<file path="src/rtl/pu_da_inv_ctrl_pkg.sv">
// Shared widths, FSM state encodings and address-split helpers for the
// data-cache invalidate-port controller.
package pu_da_inv_ctrl_pkg;

    localparam int INDEX_W  = 7;   // 128 lines
    localparam int TAG_W    = 20;  // physical tag
    localparam int OFFSET_W = 5;   // 32-byte (256-bit) line
    localparam int PA_W     = TAG_W + INDEX_W + OFFSET_W;

    // FSM encodings kept as plain constants so older tools can consume them.
    localparam int STATE_W = 2;
    localparam logic [STATE_W-1:0] ST_IDLE  = 2'd0;
    localparam logic [STATE_W-1:0] ST_RD    = 2'd1;
    localparam logic [STATE_W-1:0] ST_CMP   = 2'd2;
    localparam logic [STATE_W-1:0] ST_FLUSH = 2'd3;

    localparam logic [INDEX_W-1:0] LAST_INDEX = '1;

    // Tag field of a physical address.
    function automatic logic [TAG_W-1:0] pa_tag(input logic [PA_W-1:0] addr);
        return addr[PA_W-1:PA_W-TAG_W];
    endfunction

    // Line index of a physical address; the byte offset is irrelevant here.
    function automatic logic [INDEX_W-1:0] pa_index(input logic [PA_W-1:0] addr);
        return addr[OFFSET_W+INDEX_W-1:OFFSET_W];
    endfunction

endpackage

</file>
<file path="src/rtl/pu_da_inv_ctrl_if.sv">
// Invalidate request / completion channel between the snoop logic (master)
// and the invalidate controller (slave).
interface pu_da_inv_ctrl_if;
    import pu_da_inv_ctrl_pkg::*;

    logic            req_valid;
    logic            req_ready;
    logic [PA_W-1:0] req_addr;
    logic            done_valid;
    logic            done_hit;

    modport master (
        output req_valid, req_addr,
        input  req_ready, done_valid, done_hit
    );

    modport slave (
        input  req_valid, req_addr,
        output req_ready, done_valid, done_hit
    );

endinterface

</file>
<file path="src/rtl/pu_da_inv_ctrl.sv">
// Data-cache invalidate-port controller: reads tag/valid at the request's
// index, clears the valid bit on a tag match and reports hit/miss. Backs off
// whenever the memory port writes the same index.
// Optional whole-array flush is built when PU_DC_INV_FLUSH_EN is defined.
module pu_da_inv_ctrl
    import pu_da_inv_ctrl_pkg::*;
(
    input  logic               clk,
    input  logic               rst,
    pu_da_inv_ctrl_if.slave    bus,
    input  logic               mem_wr_en,
    input  logic [INDEX_W-1:0] mem_rw_index,
    output logic [INDEX_W-1:0] inv_rw_index,
    output logic               inv_wr_en,
    output logic [TAG_W-1:0]   inv_wr_ptag,
    output logic               inv_wr_valid,
    input  logic [TAG_W-1:0]   inv_rd_ptag,
    input  logic               inv_rd_valid
`ifdef PU_DC_INV_FLUSH_EN
    ,
    input  logic               flush_req,
    output logic               flush_done
`endif
);

    logic [STATE_W-1:0] state_q, state_d;
    logic [TAG_W-1:0]   tag_q, tag_d;
    logic [INDEX_W-1:0] index_q, index_d;
    logic               done_valid_q, done_valid_d;
    logic               done_hit_q, done_hit_d;
`ifdef PU_DC_INV_FLUSH_EN
    logic [INDEX_W-1:0] flush_cnt_q, flush_cnt_d;
    logic               flush_done_q, flush_done_d;
`endif

    logic [INDEX_W-1:0] cur_index;
    logic               collide;
    logic               hit;
    logic               wr_en_c;
    logic [TAG_W-1:0]   wr_ptag_c;

    // The byte offset is deliberately ignored.
    wire unused_offset = ^bus.req_addr[OFFSET_W-1:0];

    // Array index in use this cycle, memory-port collision and tag compare.
    always_comb begin
        cur_index = index_q;
`ifdef PU_DC_INV_FLUSH_EN
        if (state_q == ST_FLUSH) cur_index = flush_cnt_q;
`endif
        collide = mem_wr_en && (mem_rw_index == cur_index);
        hit     = inv_rd_valid && (inv_rd_ptag == tag_q);
    end

    // Next-state and register-input logic.
    always_comb begin
        // NOTE: every variable gets a default first so no path leaves it
        // unassigned, which would otherwise infer a latch.
        state_d      = state_q;
        tag_d        = tag_q;
        index_d      = index_q;
        done_valid_d = 1'b0;
        done_hit_d   = 1'b0;
`ifdef PU_DC_INV_FLUSH_EN
        flush_cnt_d  = flush_cnt_q;
        flush_done_d = 1'b0;
`endif
        case (state_q)
            ST_IDLE: begin
`ifdef PU_DC_INV_FLUSH_EN
                if (flush_req) begin
                    state_d     = ST_FLUSH;
                    flush_cnt_d = '0;
                end else
`endif
                if (bus.req_valid) begin
                    tag_d   = pa_tag(bus.req_addr);
                    index_d = pa_index(bus.req_addr);
                    state_d = ST_RD;
                end
            end
            ST_RD: begin
                if (!collide) state_d = ST_CMP;
            end
            ST_CMP: begin
                // The memory port wins: drop this read and re-issue it.
                if (collide) begin
                    state_d = ST_RD;
                end else begin
                    state_d      = ST_IDLE;
                    done_valid_d = 1'b1;
                    done_hit_d   = hit;
                end
            end
`ifdef PU_DC_INV_FLUSH_EN
            ST_FLUSH: begin
                if (!collide) begin
                    if (flush_cnt_q == LAST_INDEX) begin
                        state_d      = ST_IDLE;
                        flush_done_d = 1'b1;
                    end else begin
                        flush_cnt_d = flush_cnt_q + 1'b1;
                    end
                end
            end
`endif
            default: state_d = ST_IDLE;
        endcase
    end

    // Invalidate-port write strobe; a reset cycle never writes.
    always_comb begin
        wr_en_c   = 1'b0;
        wr_ptag_c = '0;
        if (!rst) begin
            if ((state_q == ST_CMP) && !collide && hit) begin
                wr_en_c   = 1'b1;
                wr_ptag_c = inv_rd_ptag;
            end
`ifdef PU_DC_INV_FLUSH_EN
            if ((state_q == ST_FLUSH) && !collide) wr_en_c = 1'b1;
`endif
        end
    end

    // State registers with synchronous reset.
    always_ff @(posedge clk) begin
        // NOTE: registers use non-blocking assignment so every flop samples
        // pre-edge values regardless of block evaluation order.
        if (rst) begin
            state_q      <= ST_IDLE;
            tag_q        <= '0;
            index_q      <= '0;
            done_valid_q <= 1'b0;
            done_hit_q   <= 1'b0;
`ifdef PU_DC_INV_FLUSH_EN
            flush_cnt_q  <= '0;
            flush_done_q <= 1'b0;
`endif
        end else begin
            state_q      <= state_d;
            tag_q        <= tag_d;
            index_q      <= index_d;
            done_valid_q <= done_valid_d;
            done_hit_q   <= done_hit_d;
`ifdef PU_DC_INV_FLUSH_EN
            flush_cnt_q  <= flush_cnt_d;
            flush_done_q <= flush_done_d;
`endif
        end
    end

`ifdef PU_DC_INV_FLUSH_EN
    assign bus.req_ready = (state_q == ST_IDLE) && !flush_req;
    assign flush_done    = flush_done_q;
`else
    assign bus.req_ready = (state_q == ST_IDLE);
`endif
    assign bus.done_valid = done_valid_q;
    assign bus.done_hit   = done_hit_q;
    assign inv_rw_index   = cur_index;
    assign inv_wr_en      = wr_en_c;
    assign inv_wr_ptag    = wr_ptag_c;
    assign inv_wr_valid   = 1'b0;

endmodule

</file>
<file path="src/flat_wrapper.sv">
// flat-port wrapper written by rule: the top's interface ports become plain ports
module pu_da_inv_ctrl_flat import pu_da_inv_ctrl_pkg::*;
  (clk, rst, mem_wr_en, mem_rw_index, inv_rw_index, inv_wr_en, inv_wr_ptag, inv_wr_valid, inv_rd_ptag, inv_rd_valid, bus_req_valid, bus_req_addr, bus_req_ready, bus_done_valid, bus_done_hit);
  pu_da_inv_ctrl_if bus_i ();
  input  logic clk;
  input  logic rst;
  input  logic mem_wr_en;
  input  logic [INDEX_W-1:0] mem_rw_index;
  output logic [INDEX_W-1:0] inv_rw_index;
  output logic inv_wr_en;
  output logic [TAG_W-1:0] inv_wr_ptag;
  output logic inv_wr_valid;
  input  logic [TAG_W-1:0] inv_rd_ptag;
  input  logic inv_rd_valid;
  input wire logic [$bits(bus_i.req_valid)-1:0] bus_req_valid;
  input wire logic [$bits(bus_i.req_addr)-1:0] bus_req_addr;
  output wire logic [$bits(bus_i.req_ready)-1:0] bus_req_ready;
  output wire logic [$bits(bus_i.done_valid)-1:0] bus_done_valid;
  output wire logic [$bits(bus_i.done_hit)-1:0] bus_done_hit;
  assign bus_i.req_valid = bus_req_valid;
  assign bus_i.req_addr = bus_req_addr;
  assign bus_req_ready = bus_i.req_ready;
  assign bus_done_valid = bus_i.done_valid;
  assign bus_done_hit = bus_i.done_hit;
  pu_da_inv_ctrl u_core (.clk(clk), .rst(rst), .bus(bus_i), .mem_wr_en(mem_wr_en), .mem_rw_index(mem_rw_index), .inv_rw_index(inv_rw_index), .inv_wr_en(inv_wr_en), .inv_wr_ptag(inv_wr_ptag), .inv_wr_valid(inv_wr_valid), .inv_rd_ptag(inv_rd_ptag), .inv_rd_valid(inv_rd_valid));
endmodule
</file>
<file path="config.mk">
export PLATFORM = sky130hd
export DESIGN_NAME = pu_da_inv_ctrl_flat
export DESIGN_NICKNAME = d
export VERILOG_FILES = /design/src/rtl/pu_da_inv_ctrl_pkg.sv /design/src/rtl/pu_da_inv_ctrl_if.sv /design/src/rtl/pu_da_inv_ctrl.sv /design/src/flat_wrapper.sv
export SDC_FILE = /design/constraint.sdc
export NUM_CORES = 1
export LEC_CHECK = 0
export BUFFER_PORTS_ARGS = -buffer_cell sky130_fd_sc_hd__clkbuf_2
export CAP_MARGIN = 20
export CORE_UTILIZATION = 40
export DETAILED_ROUTE_END_ITERATION = 16
export GPL_ROUTABILITY_DRIVEN = 0
export PLACE_DENSITY_LB_ADDON = 0.15
export SYNTH_ARGS = -nofsm -noshare
export SYNTH_HDL_FRONTEND = slang
export SYNTH_SLANG_ARGS = --single-unit
</file>
<file path="constraint.sdc">
create_clock -name clk -period 2.65 [get_ports clk]
set_input_delay 0.795 -clock clk [delete_from_list [all_inputs] [get_ports clk]]
set_output_delay 0.795 -clock clk [all_outputs]
set_load 0.02 [all_outputs]
</file>
[After elaboration in Yosys (flattened, before gate mapping)]
Cells that the tools add are included.
Cells by class
  add/subtract/negate cells: 0
  multipliers: 0
  divide/modulo/power cells: 0
  magnitude comparators: 0
  eq/ne operators: 6
  shift-type cells: 0
  muxes and demuxes: 9
  bitwise gates (word level): 1
  reduce and logical (&&, ||, !) cells: 10
Operators by type and width (number)
  20-bit 2-to-1 mux: 2
  20-bit equality test: 1
  7-bit equality test: 1
  2-bit one-hot mux with 3 select lines: 1
  1-bit logical AND: 4
  1-bit 2-to-1 mux: 4
  2-bit 2-to-1 mux: 2
  2-bit != test, second input constant: 2
  2-bit AND reduction: 2
  3-bit OR reduction: 1
  2-bit by 1-bit equality test with 1-bit output, second input constant: 1
  2-bit equality test, second input constant: 1
  2-bit logical NOT: 1
  2-bit OR reduction: 1
  1-bit logical NOT: 1
  1-bit NOT: 1
Storage, ports and cells
  register bits: 31
  latch bits: 0
  memory bits (writable): 0
  memory bits (read-only): 0
  output and inout port bits: 32
  memories kept: 0

[Logic depth before layout (Yosys ltp)]
Gate-level depths: netlist of the first run.
  word-level depth: 7
  gate-level depth with buffers: 6
  depth with buffers taken out: 4

[Worst setup path before layout of the first run]
Ideal clock, no wire load.
  path type: input to output
  start: input port inv_rd_ptag[12]
  end: output port inv_wr_ptag[0]
  arrival time: 2199 ps
  required time: 1855 ps
  path slack: -344 ps
  stages on the path: 4
  buffers on the path: 0
  path through: xnor2_1 -> nand3_1 -> or4_4 -> nor4_1
On the way
  longest elaborated chain between the ends: 5
Ends and longest elaborated chain
  start, declared: RTL line flat_wrapper.sv:13  | input logic [TAG_W-1:0] inv_rd_ptag;
  20-bit equality test: RTL line pu_da_inv_ctrl.sv:52  | hit = inv_rd_valid && (inv_rd_ptag == tag_q);
  1-bit logical AND: RTL line pu_da_inv_ctrl.sv:52
  1-bit logical AND: RTL line pu_da_inv_ctrl.sv:116  | if ((state_q == ST_CMP) && !collide && hit) begin
  20-bit 2-to-1 mux: RTL line pu_da_inv_ctrl.sv:116
  20-bit 2-to-1 mux: RTL line pu_da_inv_ctrl.sv:115  | if (!rst) begin
  end, declared: RTL line flat_wrapper.sv:11  | output logic [TAG_W-1:0] inv_wr_ptag;
Every way passes these cells.

[Worst setup path in the final report of the first run]
  start: input port inv_rd_ptag[12]
  end: output port inv_wr_ptag[12]
On the way
  longest elaborated chain between the ends: 5
Ends and longest elaborated chain (RTL line)
  20-bit equality test: pu_da_inv_ctrl.sv:52
  1-bit logical AND: pu_da_inv_ctrl.sv:52
  1-bit logical AND: pu_da_inv_ctrl.sv:116
  20-bit 2-to-1 mux (*): pu_da_inv_ctrl.sv:116
  20-bit 2-to-1 mux (*): pu_da_inv_ctrl.sv:115
Mark *: on every way between the ends. The rest lies on a longest branch, timed or not.

==> results of run 1 <==
==> layer usage <==
metal	track usage	vias to the layer above	wire (um)
li1	-	924	-
met1	0.219	781	1900
met2	0.328	63	2390
met3	0.0633	6	332
met4	0.0703	0	61
met5	0	-	0
==> cell type report <==
class                           count  area, sq um
Inverter                           22         82.6
Tap cell                           50         62.6
Clock buffer                        6         82.6
Fill cell                         326         1230
Timing Repair Buffer              109          759
Sequential cell                    31          621
Multi-Input combinational cell    153         1240
Clock inverter                      2         35.0
==> where the power goes <==
| group | switching [mW] | total [mW] | internal, mW |
|---|---|---|---|
| registers | 0.0232 | 0.517 | 0.494 |
| clock network | 0.182 | 0.486 | 0.304 |
| logic | 0.127 | 0.249 | 0.122 |
==> logic make-up after synthesis <==
kind of cell,share of synthesized area
DFF,0.351
and+or+nand+nor,0.322
other,0.00212
AOI/OAI and AO/OA,0.0956
xor gates and xnor gates,0.134
buffers and inverters,0.0956
==> worst max path at each step <==
stage / depth (start not counted) / end
after floorplan: 5 / inv_wr_ptag[10]
after global placement: 7 / inv_wr_ptag[15]
after detailed placement: 7 / inv_wr_ptag[19]
after CTS: 7 / inv_wr_ptag[19]
after global routing: 7 / inv_wr_ptag[0]
final: 7 / inv_wr_ptag[12]
==> sequential cells by signal, indices dropped and copies added, names as in the netlist <==
signal,flops
u_core.bus.done_hit,1
u_core.inv_rw_index,7
u_core.state_q,2
u_core.bus.done_valid,1
u_core.tag_q,20
==> through the flow <==
| stage | cells | hold WS, ns | setup TNS (ns) | util |
|---|---|---|---|---|
| final | 373 | 0.463 | -7.81 | 0.701 |
| after global routing | 373 | 0.484 | -9.20 | 0.701 |
| after CTS | 371 | 0.463 | -8.15 | 0.659 |
| after detailed placement | 363 | 0.457 | -8.16 | 0.629 |
| after global placement | 363 | 0.447 | -7.94 | 0.629 |
| after floorplan | 221 | 0.429 | -3.27 | - |
==> layout by cell type (no fill, tap or decap), types with 3 or more instances in the layout <==
cell | netlist | layout
xor2_1 | 8 | 8
xnor2_1 | 19 | 10
clkbuf_2 | 0 | 60
a21oi_1 | 27 | 27
inv_1 | 21 | 21
clkbuf_8 | 0 | 6
buf_4 | 3 | 36
nand2_1 | 60 | 59
nor4_4 | 0 | 18
nand4_1 | 3 | 3
buf_6 | 2 | 9
xnor2_2 | 0 | 9
dfxtp_1 | 31 | 31
nor4_2 | 18 | 3
==> critical path, delay by kind of cell <==
family | cells | cell delay [ns]
buffers and inverters | 3 | 0.49
xor gates and xnor gates | 1 | 0.13
and+or+nand+nor | 3 | 0.84
==> what timing repair did <==
action | CTS | global route
pin swaps | 0 | 0
buffers inserted | 0 | 0
endpoints found under the setup margin | 21 | 21
gates resized for setup | 1 | 71
hold endpoints to repair | 0 | 0
cloned | 0 | 2
==> results.cfg, run 1 <==
[yosys]
synth_most_common_cell = nand2_1
yosys-top-cells-count = nand2_1, dfxtp_1, a21oi_1
synthesis.area_sq_um = 1770
synth_seq_cells = 31
syn_avg_cell_area_sq_um = 7.99
synthArstFlopShare = 0
ys.flop_type = dfxtp_1
synth_top_cell_area_share = 0.351
yosys.cell_types.count = 28
yosysWarnings = 0
synth_cells = 221
synth_fp_nets = 285
ys_seq_area_frac = 0.351
synthTopCellsByArea = dfxtp_1, nand2_1, nor4_2
synth_enable_flop_cells = 0
yosys.area.top_type = dfxtp_1

[setup_path]
cp_data_arrival_time_ns = 2.26
crit-reg2reg-capture = u_core.bus.done_hit$_SDFF_PP0_
crit_path_cell_trace = buf_6, xnor2_2, nand3_1, or4_4, clkbuf_16, nor4_4, buf_4
path_class = primary input to output port
cp_slowest_stage_delay_ns = 0.60
ff2ff_setup_slack_ns = 1.02
end_kind = output port
worstRegToRegCells = 6
path_max_fanout = 6
cp.required_ns = 1.86
r2r_start = u_core.inv_rw_index[1]$_SDFFE_PP0P_
critPathLaunch = inv_rd_ptag[12]
slowest_stage = or4_4
crit_path_start_kind = primary input

[clocking]
clk_latency_ns = 0.28
cts_buffer_depth = 2
htreeDepth = 2
clock-root-buffer = clkbuf_8
hold_buffers = 0
cts_tree = yes
clk_pin_slew_ns = 0.06
numCtsBuffers = 5
cts.sinks = 31

[min_path]
worstHoldEndpoint = u_core.state_q[1]$_SDFFE_PP0P_
whs_path_depth = 1
min_from = u_core.state_q[1]$_SDFFE_PP0P_
hp-class = flop to flop

[power_and_ir_drop]
power.total_mw = 1.25
ir_worst_vdd_mv = 0.328
p_per_area_nw_per_um2 = 434
power_leakage_nw = 1.40

[cells_and_area]
drive_gt1_frac = 0.477
layout.nets = 386
postLayoutCellArea_sq_um = 2880
area_growth_pct = 63.2
diodes = 0

[die]
rows = 23
fp.dieW_um = 68.5
io_pins = 96
coreArea_sq_um = 4120
floorplan.initialDensity = 0.429
dieArea_sq_um = 4690
die_y_um = 68.5

[drt]
viasPerCell = 4.76
drt-total-wl_um = 4680
vias = 1774
drtIter0Drc = 29
drc_errors = 0
first_pass_iters = 4
drtAntennaViolNets = 0
wl_per_cell_um = 12.6

[timing]
setup_ws_ns = -0.405
slew_viol_final = 0
finalHoldViolations = 0
skew_ns = 0.00944
fin_crit_sh = 1.15
setup_viol = 21
clock.fmax_mhz = 327
finalCriticalPeriod_ns = 3.05
grt_setup_unrepaired = true

[job]
cap_violations = 0

[grt]
grt_pass1_vias = 1502
grt_pass1_wl_um = 6510
antenna_found_initial = 0
grt_max_degree = 29
globalRouteTotalUtil = 0.192
overflow = 0

[status]
status = complete, but fails checks
failed_checks = setup timing

[place]
dp_hpwl_um = 3370
port_buffers = 89
place_area_sq_um = 2590
place_ws_ns = -0.402
No activity file was read; power rests on OpenSTA's default activity.
==> inputs of run 2 (changes only) <==
Settings changed: ABC_AREA from default to 1, CORE_UTILIZATION 40 to 41.
==> run 2 against run 1 <==
The flow still finishes with violations (setup timing). Non-clock buffer count increased by 10. Design area increased by 2.9%. Clock power decreased by 25%. Via count increased by 15%. Synthesized area increased by 5.0%. Die area increased by 2.4%. Worst setup slack improved by 0.28 ns. First-iteration DRC count increased by 100%. Global-route usage increased by 1.6 points. Power decreased by 5.0%. Synthesized cell count increased by 26%. Register-to-register slack improved by 0.15 ns.
==> results.cfg, run 2 <==
[cells_and_area]
largest_register_ffs = 20
drive_gt1_frac = 0.500
postLayoutCellArea_sq_um = 2970
layout.nets = 455
finalNonFillerCells = 444
diodes = 0
area_growth_pct = 59.9
final_common_cell = nand2_1
fill_cells = 375
post-route-util = 0.681
final_cell_mix = nand2_1, clkbuf_2, buf_4, inv_1, dfxtp_1
top_register = u_core.tag_q

[yosys]
ys_seq_area_frac = 0.334
synthTopCellsByArea = dfxtp_1, nand2_1, nor3_2
yosys.cell_types.count = 24
synth_fp_nets = 342
synth_enable_flop_cells = 0
synthArstFlopShare = 0
yosys.area.top_type = dfxtp_1
synth_seq_cells = 31
synth_most_common_cell = nand2_1
synth_top_cell_area_share = 0.334
synth_cells = 278
ys.flop_type = dfxtp_1
syn_avg_cell_area_sq_um = 6.67
synthesis.area_sq_um = 1860
yosysWarnings = 0
yosys-top-cells-count = nand2_1, inv_1, nor2_1

[setup_path]
r2r_start = u_core.state_q[1]$_SDFFE_PP0P_
cp_slowest_stage_delay_ns = 0.18
path_class = primary input to output port
cp.required_ns = 1.86
crit-reg2reg-capture = u_core.tag_q[1]$_SDFFE_PP0P_
end_kind = output port
ff2ff_setup_slack_ns = 1.17
worstRegToRegCells = 4
cp_top_family = simple AND/OR/NAND/NOR gates
path_max_fanout = 12
cp_data_arrival_time_ns = 1.98
worst-path-buf-inv = 3
crit_path_start_kind = primary input
slowest_stage = buf_12
cp_common_cell = nand2_1
crit_path_cell_trace = buf_8, nand2_2, nand2_1, nor2_1, nand2_1, nor2_2, nand3_4, buf_12, nor3_2, buf_4

[min_path]
min_from = u_core.tag_q[8]$_SDFFE_PP0P_
worstHoldEndpoint = u_core.tag_q[8]$_SDFFE_PP0P_
whs_path_depth = 2
hp-class = flop to flop

[timing]
skew_ns = 0.00835
grt_setup_unrepaired = true
worst_slew_pin_slew_ns = 0.578
setup_viol = 21
whs_ns = 0.477
clock.fmax_mhz = 361
setup_ws_ns = -0.123
finalHoldViolations = 0
slew_headroom = 0.613
finalCriticalPeriod_ns = 2.77
slew_viol_final = 0
fin_crit_sh = 1.05

[grt]
grt_pass1_vias = 1886
overflow = 0
antenna_found_initial = 0
globalRouteTotalUtil = 0.208
grt_pass1_wl_um = 8080
grt_max_degree = 32

[die]
floorplan.initialDensity = 0.426
coreArea_sq_um = 4350
rows = 24
fp.dieW_um = 69.3
die_y_um = 69.3
dieArea_sq_um = 4800
io_pins = 96

[drt]
drt-total-wl_um = 5000
vias = 2038
drtIter0Drc = 58
wl_per_cell_um = 11.3
viasPerCell = 4.59
drc_errors = 0
drtAntennaViolNets = 0
first_pass_iters = 4

[place]
place_area_sq_um = 2520
dp.cells = 431
dp_hpwl_um = 3460
port_buffers = 89

[power_and_ir_drop]
power.total_mw = 1.19
power_leakage_nw = 1.49
ir_worst_vdd_mv = 0.310
p_per_area_nw_per_um2 = 401

[status]
failed_checks = setup timing
status = complete, but fails checks

[clocking]
numCtsBuffers = 5
clk_latency_ns = 0.29
htreeDepth = 2
clock-root-buffer = clkbuf_8
cts_buffer_depth = 2
hold_buffers = 0
clk_pin_slew_ns = 0.06
cts.sinks = 31
cts_tree = yes

[job]
cap_violations = 0
[run 2: worst max-delay path by stage]
stage,from,end,depth (start not counted)
after floorplan,inv_rd_ptag[6],inv_wr_ptag[0],8
after global placement,inv_rd_ptag[19],inv_wr_ptag[14],11
after detailed placement,inv_rd_ptag[19],inv_wr_ptag[14],11
after CTS,inv_rd_ptag[6],inv_wr_ptag[7],11
after global routing,inv_rd_ptag[1],inv_wr_ptag[12],11
final,inv_rd_ptag[19],inv_wr_ptag[12],10
[run 2: kinds of logic after synthesis]
kind of cell | synth area share
flops | 0.334
buf+inv | 0.150
compound gates | 0.112
simple gates | 0.383
other cells | 0.00202
xor+xnor | 0.0189
[run 2: layer usage]
metal	up-vias	share of wire	GRT usage
li1	1088	-	-
met1	884	0.43	0.253
met2	60	0.51	0.357
met3	6	0.057	0.0610
met4	0	0.0086	0.0522
met5	-	0	0
[run 2: worst reg2reg max path: stages (launching register included)]
cell	delay [ns]
dfxtp_1	0.32
nor2_1	0.17
nand2_2	0.37
buf_12	0.31
a211oi_1	0.23
[run 2: final cells by class]
cell class / instances / area (sq um) / area share
multi-input combinational: 184 / 1060 / 0.358
timing repair buffer: 119 / 943 / 0.318
sequential: 31 / 621 / 0.209
inverter: 50 / 190 / 0.0641
clock buffer: 5 / 68.8 / 0.0232
tap: 52 / 65.1 / 0.0219
clock inverter: 3 / 15.0 / 0.00506
[run 2: metrics by stage]
stage | setup WS, ns | TNS, ns
2_1_floorplan | 0.102 | 0
3_3_place_gp | -0.143 | -1.84
6_report | -0.123 | -1.08
3_5_place_dp | -0.149 | -2.13
4_1_cts | -0.137 | -2.09
5_1_grt | -0.201 | -2.95
[run 2: power by group]
part	leakage, nW	switching (mW)	internal [mW]
logic	1.19	0.159	0.143
clock network	0.0477	0.185	0.180
registers	0.256	0.0217	0.502
[run 2: what timing repair did]
item	4_1_cts	5_1_grt
resized for setup	30	79
cloned	0	2
endpoints found under the setup margin	21	21
pin swaps	2	17
buffers inserted	1	2
==> inputs of run 3 (changes only) <==
Settings changed: ABC_AREA 1 to default, CORE_UTILIZATION 41 to 45, CTS_BUF_LIST from default to sky130_fd_sc_hd__clkbuf_8.
Clock period 2.65 ns to 3.2 ns, I/O delays scaled along.
==> run 3 against run 2 <==
The run still ends with setup timing left. Combinational power down 35%. Non-clock buffer count down 12. Global-route usage up 3.7 points. Clock skew shrank 0.0059 ns. Sequential cell count did not move. Critical path type unchanged.
==> results.cfg, run 3 (synthesis gave the netlist of run 1 again) <==
[status]
status = complete, but fails checks
failed_checks = setup timing

[cells_and_area]
final_cell_mix = clkbuf_2, nand2_1, dfxtp_1, buf_4, a21oi_1
final_common_cell = clkbuf_2
top_register = u_core.tag_q
area_growth_pct = 61.3
drive_gt1_frac = 0.458
layout.nets = 384
postLayoutCellArea_sq_um = 2850
largest_register_ffs = 20
diodes = 0

[drt]
drtIter0Drc = 71
drt-total-wl_um = 5360
wl_per_cell_um = 14.5
drtAntennaViolNets = 0
vias = 1844
viasPerCell = 5.00
drc_errors = 0
first_pass_iters = 5

[timing]
clock.fmax_mhz = 284
worst_slew_pin_slew_ns = 0.910
slew_viol_final = 0
finalCriticalPeriod_ns = 3.52
skew_ns = 0.00249
finalHoldViolations = 0
setup_ws_ns = -0.317
fin_crit_sh = 1.10
slew_headroom = 0.392
setup_viol = 21
grt_setup_unrepaired = true

[power_and_ir_drop]
power_leakage_nw = 1.39
power.switching_mw = 0.283
power.internal_mw = 0.728
p_per_area_nw_per_um2 = 355
p_clk_frac = 0.383
ir_worst_vdd_mv = 0.304
seq_power_share = 0.423
p_sw_frac = 0.280
pwr-share-comb = 0.194
power.total_mw = 1.01

[grt]
antenna_found_initial = 0
grt_pass1_wl_um = 7790
grt_max_degree = 29
globalRouteTotalUtil = 0.245
overflow = 0
grt_pass1_vias = 1739

[setup_path]
path_class = primary input to output port
cp.required_ns = 2.24
r2r_start = u_core.tag_q[4]$_SDFFE_PP0P_
crit_path_start_kind = primary input
critPathLaunch = inv_rd_ptag[12]
end_kind = output port
cp_data_arrival_time_ns = 2.56
ff2ff_setup_slack_ns = 1.42
worstRegToRegCells = 6
path_max_fanout = 7
endpoint = inv_wr_ptag[11]
crit-reg2reg-capture = u_core.bus.done_hit$_SDFF_PP0_

[place]
dp_hpwl_um = 3410
port_buffers = 89
place_area_sq_um = 2500

[die]
die_y_um = 64.7
floorplan.initialDensity = 0.475
dieArea_sq_um = 4180
rows = 22
fp.dieW_um = 64.7
coreArea_sq_um = 3720
io_pins = 96

[clocking]
clk_pin_slew_ns = 0.07
clk_latency_ns = 0.28
cts_buffer_depth = 2
numCtsBuffers = 5
cts_tree = yes
clock-root-buffer = clkbuf_8
cts.sinks = 31
htreeDepth = 2

[min_path]
hp-class = flop to flop
min_from = u_core.tag_q[3]$_SDFFE_PP0P_

[job]
cap_violations = 0
[run 3: timing repair]
action | CTS | global route
hold buffers | 0 | 0
gates cloned | 1 | 0
pin swaps | 4 | 2
endpoints found under the setup margin | 21 | 21
hold endpoints to repair | 0 | 0
resized for setup | 20 | 43
setup buffers | 3 | 0
[run 3: per-layer routing]
metal / global-route usage / routed length [um]
met5: 0 / 0
met4: 0.0694 / 35
met3: 0.0616 / 234
met2: 0.418 / 2870
met1: 0.302 / 2220
[run 3: power by group through the flow]
stage / Clock [mW] / Sequential [mW] / Combinational (mW)
after CTS: 0.390 / 0.427 / 0.188
after global routing: 0.413 / 0.431 / 0.215
after floorplan: 0 / 0.438 / 0.103
final: 0.387 / 0.428 / 0.196
after detailed placement: 0 / 0.435 / 0.180
after global placement: 0 / 0.435 / 0.176
[run 3: cell type report]
type	count	area, sq um
Fill cell	277	866
Inverter	22	82.6
Clock inverter	3	43.8
Tap cell	48	60.1
Timing Repair Buffer	107	758
Sequential cell	31	621
Multi-Input combinational cell	153	1220
Clock buffer	5	68.8
[run 3: through the flow]
step,TNS (ns),hold slack (ns),worst slack [ns],cells,utilization
2_1_floorplan,-0.248,0.429,-0.124,221,-
6_report,-5.49,0.468,-0.317,369,0.767
3_3_place_gp,-4.17,0.448,-0.243,357,0.672
3_5_place_dp,-4.55,0.457,-0.256,357,0.672
4_1_cts,-4.04,0.468,-0.236,369,0.744
5_1_grt,-6.72,0.488,-0.378,369,0.767
[run 3: how the worst min path moves through the flow]
stage / endpoint / slack, ns / cells after the start
after floorplan: u_core.state_q[1]$_SDFFE_PP0P_ / 0.43 / 1
after global routing: u_core.tag_q[8]$_SDFFE_PP0P_ / 0.49 / 2
after global placement: u_core.state_q[1]$_SDFFE_PP0P_ / 0.45 / 1
after detailed placement: u_core.state_q[1]$_SDFFE_PP0P_ / 0.46 / 1
after CTS: u_core.state_q[1]$_SDFFE_PP0P_ / 0.47 / 1
final: u_core.tag_q[3]$_SDFFE_PP0P_ / 0.47 / 2
[run 3: critical path, stage by stage]
cell,delay [ns]
buf_8,0.10
xnor2_2,0.18
nand3_2,0.11
or4_4,0.63
buf_6,0.16
nor4_4,0.22
buf_4,0.19
